File: src/rtl/control_sequencer.sv
`timescale 1ns/1ps
// -----------------------------------------------------------------------------
// control_sequencer
// Hardwired control unit for a small register-file CPU. It steps through a
// fetch (T0..T2) and an opcode-specific execute sequence (T3..T7), emitting
// one set of datapath strobes per step. Strobes are a function of the current
// step and the opcode in ir[31:27]; mem_ready only qualifies the memory
// wait steps (T1 fetch read, ld read in T6, st write in T7).
//
// Ports
//   clock      system clock, rising-edge active
//   clear_n    asynchronous active-low reset (returns to IDLE, outputs 0)
//   run        start request, only looked at in IDLE
//   ir         instruction register contents, opcode = ir[31:27]
//   mem_ready  memory read/write completes this cycle
//   Gra/Grb/Grc, Rin/Rout/BAout   register-file select and strobes
//   PCout..Write                  datapath strobes
//   alu_op     ADD=0000 SUB=0001 AND=0010 OR=0011
//   done/illegal/halted           instruction status
//   state      current step encoding for debug
// -----------------------------------------------------------------------------
module control_sequencer (
  input  logic        clock,
  input  logic        clear_n,
  input  logic        run,
  input  logic [31:0] ir,
  input  logic        mem_ready,
  output logic        Gra,
  output logic        Grb,
  output logic        Grc,
  output logic        Rin,
  output logic        Rout,
  output logic        BAout,
  output logic        PCout,
  output logic        PCin,
  output logic        IncPC,
  output logic        MARin,
  output logic        MDRin,
  output logic        MDRout,
  output logic        IRin,
  output logic        Yin,
  output logic        Zin,
  output logic        Zlowout,
  output logic        Cout,
  output logic        Read,
  output logic        Write,
  output logic [3:0]  alu_op,
  output logic        done,
  output logic        illegal,
  output logic        halted,
  output logic [3:0]  state
);

  typedef enum logic [3:0] {
    IDLE = 4'd0, T0 = 4'd1, T1 = 4'd2, T2 = 4'd3, T3 = 4'd4,
    T4   = 4'd5, T5 = 4'd6, T6 = 4'd7, T7 = 4'd8, HALT = 4'd9
  } state_t;

  localparam logic [4:0] OP_LD   = 5'b00000;
  localparam logic [4:0] OP_ST   = 5'b00010;
  localparam logic [4:0] OP_ADD  = 5'b00011;
  localparam logic [4:0] OP_SUB  = 5'b00100;
  localparam logic [4:0] OP_AND  = 5'b00101;
  localparam logic [4:0] OP_OR   = 5'b00110;
  localparam logic [4:0] OP_ADDI = 5'b01100;
  localparam logic [4:0] OP_NOP  = 5'b11010;
  localparam logic [4:0] OP_HALT = 5'b11011;

  state_t      state_r;
  state_t      next_state_s;
  logic [4:0]  opcode_s;
  logic        is_alu_s;
  logic        is_addi_s;
  logic        is_ld_s;
  logic        is_st_s;
  logic        is_nop_s;
  logic        is_halt_s;
  // Operand fields are consumed by the datapath select/encode logic, not here.
  logic        unused_ir_s;

  // ALU operation for the register-register ALU opcodes.
  function automatic logic [3:0] alu_sel(input logic [4:0] op);
    case (op)
      OP_SUB:  alu_sel = 4'b0001;
      OP_AND:  alu_sel = 4'b0010;
      OP_OR:   alu_sel = 4'b0011;
      default: alu_sel = 4'b0000;
    endcase
  endfunction

  assign opcode_s    = ir[31:27];
  assign unused_ir_s = ^ir[26:0];
  assign is_alu_s    = (opcode_s == OP_ADD) || (opcode_s == OP_SUB) ||
                       (opcode_s == OP_AND) || (opcode_s == OP_OR);
  assign is_addi_s   = (opcode_s == OP_ADDI);
  assign is_ld_s     = (opcode_s == OP_LD);
  assign is_st_s     = (opcode_s == OP_ST);
  assign is_nop_s    = (opcode_s == OP_NOP);
  assign is_halt_s   = (opcode_s == OP_HALT);
  assign state       = state_r;

  // Step register; reset abandons any instruction in flight.
  always_ff @(posedge clock or negedge clear_n) begin
    if (!clear_n) begin
      state_r <= IDLE;
    end else begin
      state_r <= next_state_s;
    end
  end

  // Step sequencing. Opcode only matters from T3 onward.
  always_comb begin
    next_state_s = IDLE;
    case (state_r)
      IDLE: if (run) next_state_s = T0; else next_state_s = IDLE;
      T0:   next_state_s = T1;
      T1:   if (mem_ready) next_state_s = T2; else next_state_s = T1;
      T2:   next_state_s = T3;
      T3: begin
        if (is_halt_s) begin
          next_state_s = HALT;
        end else if (is_alu_s || is_addi_s || is_ld_s || is_st_s) begin
          next_state_s = T4;
        end else begin
          next_state_s = T0;  // nop and illegal finish here
        end
      end
      T4:   next_state_s = T5;
      T5:   if (is_ld_s || is_st_s) next_state_s = T6; else next_state_s = T0;
      T6: begin
        if (is_ld_s) begin
          if (mem_ready) next_state_s = T7; else next_state_s = T6;
        end else if (is_st_s) begin
          next_state_s = T7;
        end else begin
          next_state_s = T0;
        end
      end
      T7:   if (is_st_s && !mem_ready) next_state_s = T7; else next_state_s = T0;
      HALT: next_state_s = HALT;
      default: next_state_s = IDLE;
    endcase
  end

  // Per-step strobes; anything not named for a step stays low.
  always_comb begin
    Gra = 1'b0; Grb = 1'b0; Grc = 1'b0; Rin = 1'b0; Rout = 1'b0; BAout = 1'b0;
    PCout = 1'b0; PCin = 1'b0; IncPC = 1'b0; MARin = 1'b0; MDRin = 1'b0;
    MDRout = 1'b0; IRin = 1'b0; Yin = 1'b0; Zin = 1'b0; Zlowout = 1'b0;
    Cout = 1'b0; Read = 1'b0; Write = 1'b0; alu_op = 4'b0000;
    done = 1'b0; illegal = 1'b0; halted = 1'b0;
    case (state_r)
      T0: begin PCout = 1'b1; MARin = 1'b1; IncPC = 1'b1; Zin = 1'b1; end
      T1: begin
        Read  = 1'b1;
        MDRin = 1'b1;
        // PC is only updated once the fetch read has actually completed.
        if (mem_ready) begin
          PCin = 1'b1; Zlowout = 1'b1;
        end else begin
          PCin = 1'b0; Zlowout = 1'b0;
        end
      end
      T2: begin MDRout = 1'b1; IRin = 1'b1; end
      T3: begin
        if (is_alu_s || is_addi_s) begin
          Grb = 1'b1; Rout = 1'b1; Yin = 1'b1;
        end else if (is_ld_s || is_st_s) begin
          Grb = 1'b1; BAout = 1'b1; Yin = 1'b1;
        end else if (is_nop_s || is_halt_s) begin
          done = 1'b1;
        end else begin
          illegal = 1'b1; done = 1'b1;
        end
      end
      T4: begin
        if (is_alu_s) begin
          Grc = 1'b1; Rout = 1'b1; Zin = 1'b1; alu_op = alu_sel(opcode_s);
        end else if (is_addi_s || is_ld_s || is_st_s) begin
          Cout = 1'b1; Zin = 1'b1;
        end else begin
          Zin = 1'b0;
        end
      end
      T5: begin
        if (is_alu_s || is_addi_s) begin
          Zlowout = 1'b1; Gra = 1'b1; Rin = 1'b1; done = 1'b1;
        end else if (is_ld_s || is_st_s) begin
          Zlowout = 1'b1; MARin = 1'b1;
        end else begin
          Zlowout = 1'b0;
        end
      end
      T6: begin
        if (is_ld_s) begin
          Read = 1'b1; MDRin = 1'b1;
        end else if (is_st_s) begin
          Gra = 1'b1; Rout = 1'b1; MDRin = 1'b1;
        end else begin
          MDRin = 1'b0;
        end
      end
      T7: begin
        if (is_ld_s) begin
          MDRout = 1'b1; Gra = 1'b1; Rin = 1'b1; done = 1'b1;
        end else if (is_st_s) begin
          Write = 1'b1; done = mem_ready;
        end else begin
          done = 1'b0;
        end
      end
      HALT: halted = 1'b1;
      default: halted = 1'b0;
    endcase
  end

endmodule
File: config.mk
export PLATFORM = sky130hd
export DESIGN_NAME = control_sequencer
export DESIGN_NICKNAME = d
export VERILOG_FILES = /design/src/rtl/control_sequencer.sv
export SDC_FILE = /design/constraint.sdc
export NUM_CORES = 1
export LEC_CHECK = 0
export CAP_MARGIN = 20
export CORE_MARGIN = 8
export CORE_UTILIZATION = 29
export CTS_CLUSTER_DIAMETER = 50
export DETAILED_ROUTE_END_ITERATION = 10
export PLACE_DENSITY = 0.77
export SLEW_MARGIN = 25
export SYNTH_ARGS = -nofsm -noshare
export SYNTH_HDL_FRONTEND = slang
export SYNTH_SLANG_ARGS = --single-unit
File: constraint.sdc
create_clock -name clock -period 3.1 [get_ports clock]
set_clock_uncertainty 0.2 [all_clocks]
set_input_delay 0.93 -clock clock [delete_from_list [all_inputs] [get_ports clock]]
set_output_delay 0.93 -clock clock [all_outputs]
set_load 0.01 [all_outputs]
* Word level (Yosys, flattened, before mapping) *
Cells that the tools add are included.

word-level totals
  output and inout port bits = 30
  word-level logic and storage cells = 85
  input bits = 36
  flip-flop bits (word level) = 4

cells by class
  multiplexer cells = 53
  reduce and logical (&&, ||, !) cells = 14
  equal/unequal tests = 17

operators with widths
  kind                  number
  $pmux W4 S10          1
  $mux W1               32
  $mux W4               5
  $eq A4 B3 Y1 const B  4
  $eq A5 B3 Y1 const B  3
  $pmux W1 S2           7
  $eq A5 B2 Y1 const B  2
  $eq A5 B5 Y1 const B  2
  $logic_or A1 B1 Y1    10
  $pmux W1 S3           3
  $eq A4 B2 Y1 const B  2
  $eq A4 B4 Y1 const B  2
  $mux W3               2
  $pmux W2 S3           1
  $eq A5 B4 Y1 const B  1
  $logic_not A5 Y1      1
  $eq A4 B1 Y1 const B  1
  $logic_not A4 Y1      1
  $mux W2               2
  $logic_and A1 B1 Y1   1
  $logic_not A1 Y1      1

* Longest topological paths before layout *
  word-level depth = 10
  mapped depth = 6
  mapped depth without buffers = 4

* Worst setup path after synthesis *
OpenSTA, ideal clock, no wires.

  kind = input to output
  from = in ir[28]
  to = out Zlowout
  cell stages on the path = 5
  data required time = 1.970 ns
  path buffers = 1
  data arrival time = 2.130 ns
  slack = -0.160 ns
  path through = buf_2 -> nand2b_1 -> a221o_1 -> mux2_2 -> nor3b_2

on the way
  word-level cells in the longest chain between the ends = 7
  elaborated cells between the ends (all ways) = 15
  classes of those cells = 6 x eq/ne; 3 x mux; 6 x reduce/logical

RTL lines
  item                                                 line  source
  start, declared                                      26    input logic [31:0] ir,
  $eq A5 B2 Y1 / $eq A5 B3 Y1 (equally long branches)  93    assign is_alu_s = (opcode_s == OP_ADD) || (opcode_s == OP_SUB) ||
  $logic_or A1 B1 Y1 (2 in a row)                      93
  $logic_or A1 B1 Y1                                   94    (opcode_s == OP_AND) || (opcode_s == OP_OR);
  $logic_or A1 B1 Y1                                   186   if (is_alu_s || is_addi_s) begin
  $mux W1 (*)                                          -
  $pmux W1 S2 (*)                                      152   case (state_r)
  end, declared                                        43    output logic Zlowout,

Every way passes the cells marked *; elsewhere a longest branch is shown, timed or not.

* Final worst setup path *
  from = in ir[27]
  to = out Zlowout

Same word-level chain as after synthesis.

==> flow_summary.json <==
{
  "largest_reg_flops": 4,
  "antenna_found_initial": 0,
  "synth_warnings": 0,
  "cts_root_buf": "clkbuf_4",
  "antenna_left": 0,
  "p_total_uw": 766,
  "required_ns": 1.97,
  "gp_routability_congestion": 0.817,
  "grtUsageTotal": 0.132,
  "cp-end-kind": "primary output",
  "drive_above_1_share": 0.550,
  "slew_violations": 0,
  "layout.cells.non_filler": 200,
  "startpoint_type": "input port",
  "area_delta_synth_final_pct": 91.0,
  "yosys_most_used_dff": "dfrtp_1",
  "crit_path_max_fanout": 10,
  "violations": "negative setup slack",
  "hold_viol_final": 0,
  "dieHeight_um": 67.8,
  "fin_crit_sh": 1.05,
  "async_reset_ff_frac": 1.00,
  "drt_iter0_markers": 63,
  "drc": 0,
  "dieArea_um2": 4600,
  "dpl.hpwl_um": 2320,
  "setup_slack_ns": -0.153,
  "drt_pass1_iterations": 4,
  "rows": 19,
  "ys_ff_latch": 4,
  "numCtsBuffers": 3,
  "min_path_type": "reg -> reg",
  "grt_max_degree": 19,
  "rsz0062_at_grt": "yes",
  "finalWorstPathRequiredPeriod_ns": 3.25,
  "wire_per_inst_um": 15.7,
  "netlist_area_um2": 779,
  "grt_remaining_overflow": 0,
  "clock_path_buffers": 2,
  "cp_slowest_cell": "a221o_1",
  "p_per_area_nw_per_um2": 515,
  "antennaDiodeCount": 0,
  "synth.area.top_cells": "dfrtp_1, nor2_1, a21oi_1, buf_4, nand2b_1",
  "path_cells": "buf_6, a21o_1, a221o_1, mux2_4, nor3b_4, buf_2",
  "crit_type": "in -> out",
  "multiInputGateArea_um2": 727,
  "die_w_um": 67.8,
  "wirelength_um": 3140,
  "vias_per_cell": 5.31,
  "ff_latch_area_um2": 100,
  "setup_viol": 13,
  "maxCapViolations": 0,
  "worstPathArrival_ns": 2.12,
  "start_util": 0.293,
  "grt_pass1_vias": 1103,
  "cts_tree": "built",
  "vias": 1061,
  "synthCells": 110,
  "io_buffers": 36,
  "leakage_uw": 0.000676,
  "max_freq_ghz": 0.307,
  "postLayoutCoreUtil": 0.559,
  "clkLatencyLatePin_ns": 0.24,
  "yosysUniqueCellTypes": 45,
  "fillers": 247,
  "grt_pass1_wl_um": 4910,
  "ir_drop_mv": 0.330,
  "cts_hold_buf": 0,
  "status": "finished with violations",
  "cts.sinks": 4,
  "io-pin-count": 66,
  "clk_pin_slew_ns": 0.04,
  "syn_avg_cell_area_um2": 7.09,
  "placed_cells": 189,
  "synth_edf_count": 0,
  "synth_area_leader_cell": "dfrtp_1",
  "seq_area_frac_synth": 0.128,
  "netlist.area_leader.share": 0.128,
  "final_nets": 207,
  "coreArea_um2": 2660,
  "htree_levels": 1,
  "critPathMaxStageDelay_ns": 0.29
}
-- cell usage after synthesis (all sizes together), types with 3 or more instances --
master  number
a21oi        9
buf         11
clkbuf       5
dfrtp        4
nand2        6
nand2b       6
nand3        4
nor2        16
nor3         6
nor3b        3
nor4         3
o211ai       3
-- cell families after synthesis --
| family | after synthesis | share of synthesized area |
|---|---|---|
| simple gates | 57 | 0.414 |
| compound gates | 26 | 0.260 |
| buf+inv | 17 | 0.130 |
| flops | 4 | 0.128 |
| mux | 3 | 0.0401 |
| xor+xnor | 2 | 0.0225 |
| other cells | 1 | 0.00481 |
-- critical path, delay by kind of cell --
family / cells / cell delay [ns]
AOI/OAI and AO/OA: 2 / 0.46
muxes: 1 / 0.28
buffers and inverters: 2 / 0.27
and+or+nand+nor: 1 / 0.18
-- what timing repair did --
| action | CTS | global route |
|---|---|---|
| pin swaps | 16 | 12 |
| endpoints found under the setup margin | 20 | 20 |
| gates resized for setup | 137 | 21 |
| buffers inserted | 5 | 4 |
-- layer usage --
metal | GRT usage | vias up | part of all wire
li1 | - | 512 | -
met1 | 0.142 | 506 | 0.38
met2 | 0.254 | 39 | 0.54
met3 | 0.0295 | 4 | 0.073
met4 | 0.0307 | 0 | 0.0095
met5 | 0 | - | 0
-- final cells by class --
class	instances	share of cell area
tap	31	0.0261
sequential	4	0.0672
inverter	1	0.00252
multi-input combinational	90	0.488
clock buffer	3	0.0151
timing repair buffer	71	0.401
-- final timing paths --
kind	startpoint	end	slack [ns]	depth (start not counted)
worst min register to register	state[0]$_DFF_PN0_	state[1]$_DFF_PN0_	0.57	2
max in group asynchronous	clear_n	state[3]$_DFF_PN0_	1.84	1
worst min-delay path	state[0]$_DFF_PN0_	state[1]$_DFF_PN0_	0.57	2
min in group asynchronous	clear_n	state[1]$_DFF_PN0_	0.69	1
worst max-delay path	ir[27]	Zlowout	-0.15	6
worst max register to register	state[0]$_DFF_PN0_	state[0]$_DFF_PN0_	1.17	5
-- where the power goes --
| group | internal [µW] | switching [µW] |
|---|---|---|
| Sequential | 71.3 | 34.2 |
| Combinational | 296 | 299 |
| Clock | 43.3 | 21.5 |
-- cell usage in the layout, fill, tap and decap left out, types with 2 or more instances in the layout --
master,Yosys,routed
a21oi_1,9,7
a21oi_2,0,2
and3_1,2,2
buf_2,3,16
buf_4,5,27
buf_6,2,14
buf_8,0,3
clkbuf_4,0,3
clkdlybuf4s50_1,0,9
conb_1,1,2
dfrtp_1,4,4
nand2_1,6,4
nand2b_1,6,4
nand3_2,0,4
nor2_1,15,12
nor2_4,0,3
nor2b_1,2,2
nor3_1,6,5
nor3b_1,2,2
nor4_1,3,2
o211ai_1,3,3
o21a_1,2,2
xnor2_1,2,2
-- metrics by stage --
stage,setup slack [ns],cell area (µm²),hold WS (ns),TNS [ns]
after CTS,-0.177,1370,0.547,-0.770
after floorplan,-0.0701,836,0.434,-0.108
after global routing,-0.203,1490,0.606,-1.93
final,-0.153,1490,0.568,-0.947
after global placement,-1.09,1320,0.529,-18.95
after detailed placement,-1.11,1320,0.540,-19.10
Power figures use the tool's default switching activity.
